File: src/rtl/xor_frame_parity_pkg.sv
// rtl/xor_frame_parity_pkg.sv - shared state encoding and count-width helper for xor_frame_parity
package xor_frame_parity_pkg;

    typedef enum logic [1:0] {
        IDLE  = 2'd0,
        ACCUM = 2'd1,
        HOLD  = 2'd2
    } state_t;

    // Never returns zero, so a degenerate MAX_LEN still yields a usable vector.
    function automatic int cnt_width(input int max_len);
        return (max_len < 1) ? 1 : $clog2(max_len + 1);
    endfunction

endpackage

File: src/rtl/xor_reduce.sv
// rtl/xor_reduce.sv - parametrised WIDTH-input XOR reduction gate
module xor_reduce #(
    parameter int WIDTH = 8
) (
    input  logic [WIDTH-1:0] i_data,
    output logic             o_bit
);

    assign o_bit = ^i_data;

endmodule

File: src/rtl/xor_frame_parity.sv
// rtl/xor_frame_parity.sv - frame-wise column XOR over a valid/ready stream; XOR_FRAME_PARITY_CHECK_EN adds expected-parity compare
module xor_frame_parity
    import xor_frame_parity_pkg::*;
#(
    parameter int WIDTH   = 8,
    parameter int MAX_LEN = 16
) (
    input  logic                             CLK,
    input  logic                             RST,
    input  logic                             IN_VALID,
    output logic                             IN_READY,
    input  logic [WIDTH-1:0]                 IN_DATA,
    input  logic                             IN_LAST,
`ifdef XOR_FRAME_PARITY_CHECK_EN
    input  logic [WIDTH-1:0]                 IN_PARITY,
    output logic                             OUT_ERR,
`endif
    output logic                             OUT_VALID,
    input  logic                             OUT_READY,
    output logic [WIDTH-1:0]                 OUT_PARITY,
    output logic                             OUT_BIT,
    output logic [cnt_width(MAX_LEN)-1:0]    OUT_COUNT,
    output logic                             OUT_OVF
);

    localparam int CW = cnt_width(MAX_LEN);

    state_t           r_state;
    logic [WIDTH-1:0] r_acc;
    logic [CW-1:0]    r_cnt;
    logic             r_ovf;
    logic             w_in_fire;
    logic             w_out_fire;
    logic [WIDTH-1:0] w_next_acc;

    assign IN_READY   = (r_state != HOLD);
    assign OUT_VALID  = (r_state == HOLD);
    assign w_in_fire  = IN_VALID & IN_READY;
    assign w_out_fire = OUT_VALID & OUT_READY;
    // The first beat of a frame replaces the accumulator rather than folding into it.
    assign w_next_acc = (r_state == IDLE) ? IN_DATA : (r_acc ^ IN_DATA);

    assign OUT_PARITY = r_acc;
    assign OUT_COUNT  = r_cnt;
    assign OUT_OVF    = r_ovf;

    xor_reduce #(.WIDTH(WIDTH)) u_bit_reduce (
        .i_data (r_acc),
        .o_bit  (OUT_BIT)
    );

`ifdef XOR_FRAME_PARITY_CHECK_EN
    logic r_err;
    assign OUT_ERR = r_err;

    always_ff @(posedge CLK or posedge RST) begin
        if (RST) begin
            r_err <= 1'b0;
        end else if (w_out_fire) begin
            r_err <= 1'b0;
        end else if (w_in_fire && IN_LAST) begin
            r_err <= (w_next_acc != IN_PARITY);
        end
    end
`endif

    always_ff @(posedge CLK or posedge RST) begin
        if (RST) begin
            r_state <= IDLE;
            r_acc   <= '0;
            r_cnt   <= '0;
            r_ovf   <= 1'b0;
        end else begin
            case (r_state)
                IDLE: begin
                    if (w_in_fire) begin
                        r_acc   <= w_next_acc;
                        r_cnt   <= CW'(1);
                        r_ovf   <= 1'b0;
                        r_state <= IN_LAST ? HOLD : ACCUM;
                    end
                end
                ACCUM: begin
                    if (w_in_fire) begin
                        r_acc <= w_next_acc;
                        // Count saturates; further beats only raise the overflow flag.
                        if (r_cnt == CW'(MAX_LEN)) begin
                            r_ovf <= 1'b1;
                        end else begin
                            r_cnt <= r_cnt + 1'b1;
                        end
                        if (IN_LAST) begin
                            r_state <= HOLD;
                        end
                    end
                end
                HOLD: begin
                    if (w_out_fire) begin
                        r_state <= IDLE;
                        r_acc   <= '0;
                        r_cnt   <= '0;
                        r_ovf   <= 1'b0;
                    end
                end
                default: begin
                    r_state <= IDLE;
                end
            endcase
        end
    end

endmodule

File: config.mk
export PLATFORM = sky130hd
export DESIGN_NAME = xor_frame_parity
export DESIGN_NICKNAME = d
export VERILOG_FILES = /design/src/rtl/xor_frame_parity_pkg.sv /design/src/rtl/xor_reduce.sv /design/src/rtl/xor_frame_parity.sv
export SDC_FILE = /design/constraint.sdc
export NUM_CORES = 1
export LEC_CHECK = 0
export ABC_AREA = 1
export BUFFER_PORTS_ARGS = -buffer_cell sky130_fd_sc_hd__buf_2
export CAP_MARGIN = 25
export CORE_UTILIZATION = 30
export CTS_BUF_LIST = sky130_fd_sc_hd__clkbuf_4
export DETAILED_ROUTE_END_ITERATION = 10
export PLACE_DENSITY = 0.48
export SLEW_MARGIN = 10
export SYNTH_ARGS = -nofsm -noshare
export SYNTH_HDL_FRONTEND = slang
export SYNTH_SLANG_ARGS = --single-unit
File: constraint.sdc
create_clock -name CLK -period 2.1 [get_ports CLK]
set_clock_uncertainty 0.2 [all_clocks]
set_input_delay 0.315 -clock CLK [delete_from_list [all_inputs] [get_ports CLK]]
set_output_delay 0.315 -clock CLK [all_outputs]
set_load 0.02 [all_outputs]
==> impl_metrics.py, run 1 <==
metrics = {
    "critical_path": {
        "critPathArrivalTime_ps": 1480,
        "worst_setup_path_end_kind": "primary output",
        "worst_r2r_startpoint": "r_state[0]$_DFFE_PP0P_",
        "critical_path.startpoint_type": "register",
        "rr_worst_depth": 9,
        "rrSetupSlack_ps": 220,
        "worst-path-max-fanout": 13,
        "worstPathRequired_ps": 1580,
        "path_class": "reg -> out",
        "r2r_end": "OUT_COUNT[2]$_DFFE_PP0P_",
    },
    "placed_design": {
        "dp_hpwl_mm": 2.156,
        "dp.cells": 272,
        "dp_worst_setup_slack_ps": 246.1,
        "finalWeightedCongestion": 0.7287,
        "portbufs": 29,
    },
    "synth": {
        "yosys_register_bits": 16,
        "netlist_instances": 195,
        "yosysSeqAreaShare": 0.3171,
        "netlist_area_before_placement_um2": 1262,
        "syn_nets": 214,
        "synth_warnings": 0,
        "post_synth.cell_area_avg_um2": 6.474,
        "yosys.cell_types.count": 22,
    },
    "routing": {
        "detailedRoute.firstPassIterationCount": 4,
        "via_per_inst": 4.260,
        "route.detailed.drc": 0,
        "route.antenna.remaining_nets": 0,
        "detailedRoute.firstIterationViolations": 30,
        "route.detailed.wl_per_inst_um": 10.23,
        "wl_mm": 2.835,
        "dr_total_vias": 1180,
    },
    "final_layout": {
        "post_route_cells_drive_above_1_share": 0.2115,
        "syn_to_final_growth_pct": 17.74,
        "fillers": 461,
        "stdcell_count": 277,
        "post-route-util": 0.3689,
        "layout.nets": 247,
        "final_cell_mix": "83 x sky130_fd_sc_hd__nand2_1, 29 x sky130_fd_sc_hd__buf_2, 22 x sky130_fd_sc_hd__inv_1, 17 x sky130_fd_sc_hd__nor2_1",
        "most_frequent_standard_cell_in_the_layout_excluding_fill_and_tap_cells": "sky130_fd_sc_hd__nand2_1",
        "antennaDiodeCount": 0,
    },
    "cts": {
        "cts.htree.levels": 1,
        "clockRootBuffer": "sky130_fd_sc_hd__clkbuf_4",
        "worst_skew_pair.late_latency_ps": 290,
        "cts_post_setup_buffers_inserted": 0,
        "clock_edge_transition_at_the_registers_on_the_reported_setup_and_hold_paths_ps": 110,
        "clock_tree.buffer_depth": 2,
        "number_of_sinks_driven_by_the_clock_tree": 16,
        "cts_buffers": 3,
        "cts_tree": "yes",
    },
    "sta": {
        "post-route-worst-setup-slack_ps": 109.7,
        "setup_tns_ps": 0,
        "grt_setup_unrepaired": "no",
        "max_slew_vio_count": 0,
        "final_min_period_over_clock_period": 0.9478,
        "final-setup-viol-count": 0,
        "period_minus_slack_ps": 1990,
        "max_freq_ghz": 0.5024,
        "hold_violations": 0,
        "min_hold_slack_ps": 101.6,
        "tightestPinTransition_ps": 625.5,
        "worst_slew_margin_rel": 0.5826,
    },
    "die": {
        "fp.dieW_um": 66.87,
        "ioPinCount": 30,
        "dieArea_um2": 4472,
        "initial_utilization": 0.3134,
        "floorplan.die.height_um": 66.87,
        "core_area_um2": 4029,
        "placementRows": 23,
    },
    "hold_path": {
        "timing.hold.worst.start": "IN_LAST",
        "whs_endpoint": "r_state[0]$_DFFE_PP0P_",
        "worstHoldPathType": "in -> reg",
        "hold_path_depth": 4,
    },
    "global_routing": {
        "grt_first_pass_wirelength_mm": 4.533,
        "grt_pass1_vias": 1001,
        "initial_antenna_violation_count": 0,
        "overflow": 0,
        "grt_start_max_net_pins": 17,
        "groute.usage.overall": 0.1375,
    },
    "power": {
        "leakagePower_nw": 0.8918,
        "irDropWorstVdd_v": 0.0005407,
        "power-per-cell-area_nw_per_um2": 1553,
    },
    "job": {
        "timing.max_cap.violations": 0,
    },
    "run_status": {
        "outcome": "complete, no violations",
    },
}
## cells by family (layout without fill, tap and decap cells)
kind of cell               Yosys count  count (layout)  synth area share
AOI/OAI and AO/OA                   14              14           0.06640
xor gates and xnor gates             4               4           0.02776
adders and majority gates            6               6           0.05946
buffers and inverters               30              62            0.1060
DFF                                 16              16            0.3171
and+or+nand+nor                    125             125            0.4232
## flip-flops by register name, summed over array words and instances, names as in the netlist
name,cells
OUT_COUNT,5
OUT_OVF,1
OUT_PARITY,8
r_state,2
## worst max-delay path, stage by stage, from the launching register on
cell and delay (ps):
sky130_fd_sc_hd__dfrtp_1 390, sky130_fd_sc_hd__inv_1 90, sky130_fd_sc_hd__ha_1 260, sky130_fd_sc_hd__inv_2 230, sky130_fd_sc_hd__buf_2 220
## cell type report
type	count	area [um^2]	area share
inverter	27	106.4	0.07155
sequential	16	400.4	0.2694
timing repair buffer	31	162.7	0.1094
clock inverter	1	3.754	0.002525
tap	50	62.56	0.04209
clock buffer	3	22.52	0.01515
multi-input combinational	149	728.2	0.4899
## report_power, final
part / leakage, nW / switching (mW) / total, mW / internal (mW)
clock: 0.0154 / 0.102 / 0.171 / 0.0690
combinational: 0.669 / 1.02 / 1.56 / 0.539
sequential: 0.208 / 0.155 / 0.574 / 0.418
## worst max-delay path by stage
stage / start / endpoint / slack, ps / depth (start not counted)
floorplan: r_state[0]$_DFFE_PP0P_ / OUT_PARITY[3]$_DFFE_PP0P_ / 380 / 9
global placement: r_state[0]$_DFFE_PP0P_ / r_state[1]$_DFFE_PP0P_ / 210 / 8
detailed placement: r_state[0]$_DFFE_PP0P_ / OUT_COUNT[2]$_DFFE_PP0P_ / 250 / 9
CTS: r_state[0]$_DFFE_PP0P_ / IN_READY / 80 / 4
global route: r_state[0]$_DFFE_PP0P_ / IN_READY / 7 / 4
finish: r_state[0]$_DFFE_PP0P_ / IN_READY / 110 / 4
## cells in the mapped netlist
master,instances,area (um^2)
sky130_fd_sc_hd__nand2_1,83,311.6
sky130_fd_sc_hd__inv_1,22,82.58
sky130_fd_sc_hd__nor2_1,17,63.81
sky130_fd_sc_hd__dfrtp_1,16,400.4
sky130_fd_sc_hd__nand3_1,16,80.08
sky130_fd_sc_hd__a21oi_1,9,45.04
sky130_fd_sc_hd__ha_1,6,75.07
sky130_fd_sc_hd__inv_2,4,15.01
sky130_fd_sc_hd__nand2_2,3,18.77
sky130_fd_sc_hd__xnor2_1,3,26.28
sky130_fd_sc_hd__buf_6,2,22.52
sky130_fd_sc_hd__nand3_2,2,20.02
sky130_fd_sc_hd__nor2_4,2,22.52
sky130_fd_sc_hd__o21ai_1,2,10.01
sky130_fd_sc_hd__a21oi_4,1,16.27
sky130_fd_sc_hd__buf_2,1,5.000
sky130_fd_sc_hd__clkinv_4,1,8.760
sky130_fd_sc_hd__nand2_4,1,11.26
sky130_fd_sc_hd__nor2_2,1,6.260
sky130_fd_sc_hd__o21ai_0,1,5.000
sky130_fd_sc_hd__o21bai_1,1,7.510
sky130_fd_sc_hd__xor2_1,1,8.760
## metrics by stage
| stage | instance area, um^2 | power [mW] |
|---|---|---|
| after floorplan | 1262 | 1.794 |
| after global placement | 1450 | 2.149 |
| after detailed placement | 1450 | 2.157 |
| after CTS | 1486 | 2.341 |
| after global routing | 1486 | 2.578 |
| final | 1486 | 2.308 |
## timing repair
item,CTS,global route
hold buffers,1,0
resized for setup,0,0
setup endpoints to repair,0,0
endpoints found under the hold margin,16,0
## layer usage
layer  up-vias  part of all wire  track usage
li1        660                 -            -
met1       501              0.56       0.2042
met2        17              0.40       0.2008
met3         2             0.038      0.03253
met4         0            0.0056      0.02394
met5         -                 0            0
(Power assumes the default switching activity.)
==> run 2: changes to the inputs <==
--- a/config.mk
+++ b/config.mk
@@ -8,6 +8,7 @@
 export ABC_AREA = 1
 export BUFFER_PORTS_ARGS = -buffer_cell sky130_fd_sc_hd__buf_2
 export CAP_MARGIN = 25
+export CORE_ASPECT_RATIO = 1.2
 export CORE_UTILIZATION = 30
 export CTS_BUF_LIST = sky130_fd_sc_hd__clkbuf_4
 export DETAILED_ROUTE_END_ITERATION = 10
==> run 2 against run 1 <==
Against the previous run:
- worst hold slack worse by 6.8 ps
- clock-buffer cell count stayed put
- die area hardly changed
- routed wire length is 0.88% lower
- total power is 0.23% lower
- first-iteration DRC count is 20% higher
- final area is 0.25% higher
- fmax is 2.6% higher
- via count is 0.85% higher
- critical path type unchanged
- critical endpoint unchanged
==> impl_metrics.py, run 2 (synthesis gave the netlist of run 1 again) <==
metrics = {
    "run_status": {
        "outcome": "complete, no violations",
    },
    "sta": {
        "setup_tns_ps": 0,
        "max_freq_ghz": 0.5155,
        "tightestPinTransition_ps": 670.8,
        "hold_violations": 0,
        "max_slew_vio_count": 0,
        "grt_setup_unrepaired": "no",
        "post-route-worst-setup-slack_ps": 160.2,
        "min_hold_slack_ps": 94.77,
        "period_minus_slack_ps": 1940,
        "final_min_period_over_clock_period": 0.9237,
        "final-setup-viol-count": 0,
        "worst_slew_margin_rel": 0.5523,
    },
    "critical_path": {
        "r2r_end": "OUT_COUNT[0]$_DFFE_PP0P_",
        "crit_chain": "inv_1, ha_1, inv_2, buf_2",
        "critical_path.endpoint": "IN_READY",
        "timing.critical_path.slowest_stage_cell": "sky130_fd_sc_hd__dfrtp_1",
        "worst_r2r_startpoint": "r_state[0]$_DFFE_PP0P_",
        "rr_worst_depth": 9,
        "critical_path.startpoint_type": "register",
        "critPathArrivalTime_ps": 1420,
        "worst-path-max-fanout": 13,
        "worst_path_largest_cell_delay_ps": 380,
        "worstPathRequired_ps": 1580,
        "rrSetupSlack_ps": 290,
        "timing.critical_path.from": "r_state[0]$_DFFE_PP0P_",
        "worst_setup_path_end_kind": "primary output",
        "path_class": "reg -> out",
    },
    "placed_design": {
        "finalWeightedCongestion": 0.7461,
        "portbufs": 29,
        "dp_worst_setup_slack_ps": 292.8,
        "dp_hpwl_mm": 2.196,
        "placement.cell_area_um2": 1455,
    },
    "global_routing": {
        "overflow": 0,
        "grt_pass1_vias": 1138,
        "groute.usage.overall": 0.1400,
        "grt_start_max_net_pins": 17,
        "initial_antenna_violation_count": 0,
        "grt_first_pass_wirelength_mm": 4.726,
    },
    "final_layout": {
        "layout.nets": 247,
        "post_route_cells_drive_above_1_share": 0.2212,
        "area_of_the_multi_input_gates_um2": 728.2,
        "stdcell_area_um2": 1490,
        "fillers": 451,
        "number_of_flip_flops_in_the_largest_register": 8,
        "most_frequent_standard_cell_in_the_layout_excluding_fill_and_tap_cells": "sky130_fd_sc_hd__nand2_1",
        "antennaDiodeCount": 0,
        "final-seq-area_um2": 402.9,
        "syn_to_final_growth_pct": 18.04,
        "final_cell_mix": "83 x sky130_fd_sc_hd__nand2_1, 29 x sky130_fd_sc_hd__buf_2, 22 x sky130_fd_sc_hd__inv_1, 17 x sky130_fd_sc_hd__nor2_1, 16 x sky130_fd_sc_hd__nand3_1",
    },
    "job": {
        "timing.max_cap.violations": 0,
    },
    "routing": {
        "via_per_inst": 4.250,
        "route.detailed.drc": 0,
        "route.detailed.wl_per_inst_um": 10.04,
        "route.antenna.remaining_nets": 0,
        "detailedRoute.firstPassIterationCount": 4,
        "detailedRoute.firstIterationViolations": 36,
        "wl_mm": 2.810,
        "dr_total_vias": 1190,
    },
    "cts": {
        "cts_tree": "yes",
        "cts.htree.levels": 1,
        "cts_buffers": 3,
        "worst_skew_pair.late_latency_ps": 290,
        "clockRootBuffer": "sky130_fd_sc_hd__clkbuf_4",
        "clock_edge_transition_at_the_registers_on_the_reported_setup_and_hold_paths_ps": 100,
        "clock_tree.buffer_depth": 2,
        "number_of_sinks_driven_by_the_clock_tree": 16,
    },
    "die": {
        "dieArea_um2": 4473,
        "placementRows": 25,
        "ioPinCount": 30,
        "core_area_um2": 3973,
        "floorplan.die.height_um": 73.06,
        "fp.dieW_um": 61.22,
        "initial_utilization": 0.3178,
    },
    "hold_path": {
        "worstHoldPathType": "in -> reg",
    },
    "power": {
        "leakagePower_nw": 0.8878,
        "power-per-cell-area_nw_per_um2": 1545,
        "power.total_mw": 2.303,
        "irDropWorstVdd_v": 0.0006140,
    },
}
run 2: metrics by stage:
step | instances | utilization
after floorplan | 195 | -
after global placement | 276 | 0.3663
after detailed placement | 276 | 0.3663
after CTS | 280 | 0.3745
after global routing | 280 | 0.3751
final | 280 | 0.3751
run 2: worst max-delay path, delay by kind of cell (launching register included):
| family | cells | cell delay, ps |
|---|---|---|
| DFF | 1 | 380 |
| buffers and inverters | 3 | 500 |
| adders and majority gates | 1 | 250 |
run 2: how the worst min path moves through the flow:
stage	start	endpoint	slack (ps)	depth (start not counted)
2_1_floorplan	RST	OUT_COUNT[0]$_DFFE_PP0P_	30	1
3_3_place_gp	RST	OUT_COUNT[3]$_DFFE_PP0P_	250	2
3_5_place_dp	RST	OUT_COUNT[3]$_DFFE_PP0P_	250	2
4_1_cts	IN_LAST	r_state[0]$_DFFE_PP0P_	80	4
5_1_grt	IN_LAST	r_state[0]$_DFFE_PP0P_	110	4
6_report	IN_LAST	r_state[0]$_DFFE_PP0P_	90	4
run 2: layout make-up:
class,count,share of cell area
clock buffers,3,0.01511
multi-input cells,149,0.4887
flip-flops and latches,16,0.2704
well taps,54,0.04534
repair buffers,31,0.1092
inverters,27,0.07137
run 2: layer usage:
metal | global-route usage | part of all wire | vias up
li1 | - | - | 661
met4 | 0.04545 | 0.0057 | 0
met2 | 0.2609 | 0.50 | 18
met1 | 0.1597 | 0.46 | 509
met3 | 0.01596 | 0.032 | 2
met5 | 0 | 0 | -
run 2: what timing repair did:
| action | in CTS | in global routing |
|---|---|---|
| buffers inserted | 0 | 0 |
| setup endpoints to repair | 0 | 1 |
| hold buffers | 1 | 0 |
| resized for setup | 0 | 2 |
| hold endpoints to repair | 16 | 0 |
run 2: power breakdown:
| part | switching [mW] | internal (mW) |
|---|---|---|
| registers | 0.148 | 0.422 |
| clock network | 0.102 | 0.0666 |
| logic | 1.03 | 0.539 |
==> run 3: changes to the inputs <==
--- a/config.mk
+++ b/config.mk
@@ -12,7 +12,7 @@
 export CORE_UTILIZATION = 30
 export CTS_BUF_LIST = sky130_fd_sc_hd__clkbuf_4
 export DETAILED_ROUTE_END_ITERATION = 10
-export PLACE_DENSITY = 0.48
+export PLACE_DENSITY = 0.51
 export SLEW_MARGIN = 10
 export SYNTH_ARGS = -nofsm -noshare
 export SYNTH_HDL_FRONTEND = slang
==> run 3 against run 2 <==
Against the previous run:
- worst hold slack improved by 15 ps
- sequential power barely moved
- setup slack got worse by 38 ps
- final area barely moved
- critical path depth did not move
- clock-buffer cell count did not move
- routed wire length rose by 3.1%
- global-route usage barely moved
- via count rose by 5.0%
- non-clock buffer count did not move
- critical endpoint unchanged
- largest power group unchanged
==> impl_metrics.py, run 3 (synthesis gave the netlist of run 1 again) <==
metrics = {
    "placed_design": {
        "finalWeightedCongestion": 0.7306,
        "dp_worst_setup_slack_ps": 252.1,
        "dp_hpwl_mm": 2.174,
        "placement.cell_area_um2": 1455,
        "portbufs": 29,
    },
    "critical_path": {
        "worst_r2r_startpoint": "r_state[0]$_DFFE_PP0P_",
        "worst-path-max-fanout": 13,
        "critPathArrivalTime_ps": 1460,
        "path_class": "reg -> out",
        "timing.critical_path.from": "r_state[0]$_DFFE_PP0P_",
        "worst_setup_path_end_kind": "primary output",
        "worstPathRequired_ps": 1580,
        "critical_path.startpoint_type": "register",
    },
    "routing": {
        "route.detailed.drc": 0,
        "drt-met1-wl_mm": 1.351,
        "dr_total_vias": 1250,
        "detailedRoute.firstPassIterationCount": 4,
        "detailroute.wirelength.met3_um": 110,
        "via_per_inst": 4.448,
        "top_layer_used": "met4",
        "wl_met2_mm": 1.412,
        "route.antenna.remaining_nets": 0,
        "route.detailed.wl_per_inst_um": 10.31,
        "wl_mm": 2.897,
        "detailedRoute.firstIterationViolations": 42,
    },
    "cts": {
        "clockRootBuffer": "sky130_fd_sc_hd__clkbuf_4",
        "clock_edge_transition_at_the_registers_on_the_reported_setup_and_hold_paths_ps": 100,
        "cts_post_setup_buffers_inserted": 0,
        "cts_tree": "yes",
        "number_of_sinks_driven_by_the_clock_tree": 16,
        "ctsResizeCount": 0,
        "worst_skew_pair.late_latency_ps": 290,
        "holdBufCountCts": 1,
        "clock_tree.buffer_depth": 2,
        "cts_buffers": 3,
        "cts.htree.levels": 1,
    },
    "sta": {
        "post-route-worst-setup-slack_ps": 122.1,
        "period_minus_slack_ps": 1978,
        "tightestPinTransition_ps": 676.2,
        "final-setup-viol-count": 0,
        "setup_tns_ps": 0,
        "final_min_period_over_clock_period": 0.9419,
        "grt_setup_unrepaired": "no",
        "max_slew_vio_count": 0,
        "hold_violations": 0,
        "max_freq_ghz": 0.5056,
        "worst_slew_margin_rel": 0.5487,
    },
    "final_layout": {
        "stdcell_area_um2": 1491,
        "antennaDiodeCount": 0,
        "post-route-util": 0.3754,
        "syn_to_final_growth_pct": 18.14,
        "post_route_cells_drive_above_1_share": 0.2115,
        "fillers": 457,
        "final_cell_mix": "83 x sky130_fd_sc_hd__nand2_1, 29 x sky130_fd_sc_hd__buf_2, 22 x sky130_fd_sc_hd__inv_1, 17 x sky130_fd_sc_hd__nor2_1",
        "number_of_flip_flops_in_the_largest_register": 8,
        "most_frequent_standard_cell_in_the_layout_excluding_fill_and_tap_cells": "sky130_fd_sc_hd__nand2_1",
        "layout.nets": 247,
    },
    "power": {
        "irDropWorstVdd_v": 0.0005751,
        "leakagePower_nw": 0.8918,
        "power-per-cell-area_nw_per_um2": 1543,
    },
    "global_routing": {
        "groute.usage.overall": 0.1396,
        "overflow": 0,
        "initial_antenna_violation_count": 0,
        "grt_start_max_net_pins": 17,
        "grt_first_pass_wirelength_mm": 4.678,
        "grt_pass1_vias": 1126,
    },
    "run_status": {
        "outcome": "complete, no violations",
    },
    "job": {
        "timing.max_cap.violations": 0,
    },
    "die": {
        "initial_utilization": 0.3178,
        "floorplan.die.height_um": 73.06,
        "placementRows": 25,
        "core_area_um2": 3973,
        "dieArea_um2": 4473,
        "ioPinCount": 30,
        "fp.dieW_um": 61.22,
    },
    "hold_path": {
        "worstHoldPathType": "in -> reg",
        "timing.hold.worst.start": "IN_LAST",
    },
}
[run 3: changes by cell type in the layout (fill, tap and decap cells not counted), sizes merged]
| cell | delta |
|---|---|
| clkinv | +1 |
[run 3: worst paths after layout]
path	to	slack (ps)	cells after the start
setup / recovery	IN_READY	120	4
hold / removal	r_state[0]$_DFFE_PP0P_	110	4
setup reg to reg	OUT_COUNT[3]$_DFFE_PP0P_	240	8
hold reg to reg	OUT_OVF$_DFFE_PP0P_	310	2
max in group asynchronous	OUT_PARITY[6]$_DFFE_PP0P_	810	3
min in group asynchronous	OUT_COUNT[4]$_DFFE_PP0P_	460	3
[run 3: worst max-delay path, stage by stage (launching register included)]
cell and delay [ps]:
sky130_fd_sc_hd__dfrtp_1 390, sky130_fd_sc_hd__inv_1 80, sky130_fd_sc_hd__ha_1 250, sky130_fd_sc_hd__inv_2 220
sky130_fd_sc_hd__buf_2 220
[run 3: per-stage QoR]
stage	hold WS [ps]	instances	power (mW)
6_report	109.4	281	2.301
5_1_grt	108.9	281	2.554
4_1_cts	96.63	281	2.340
3_5_place_dp	250.9	276	2.150
3_3_place_gp	255.3	276	2.140
2_1_floorplan	28.74	195	1.794
[run 3: routing by layer]
layer / GRT usage / up-vias
met5: 0 / -
met4: 0.05303 / 0
met3: 0.02128 / 2
met2: 0.2536 / 21
met1: 0.1585 / 565
li1: - / 662
[run 3: final cells by class]
cell class                 instances  area [um^2]  area share
multi-input combinational        149        728.2      0.4883
tap                               54        67.56     0.04530
clock buffer                       3        22.52     0.01510
clock inverter                     1        3.754    0.002517
inverter                          27        106.4     0.07131
sequential                        16        400.4      0.2685
timing repair buffer              31        162.7      0.1091
[run 3: power breakdown]
group          total [mW]  internal [mW]  switching [mW]  leakage (nW)
Clock               0.179         0.0691           0.110        0.0154
Sequential          0.569          0.418           0.151         0.208
Combinational        1.55          0.538            1.01         0.669
Total                2.30           1.03            1.28         0.892
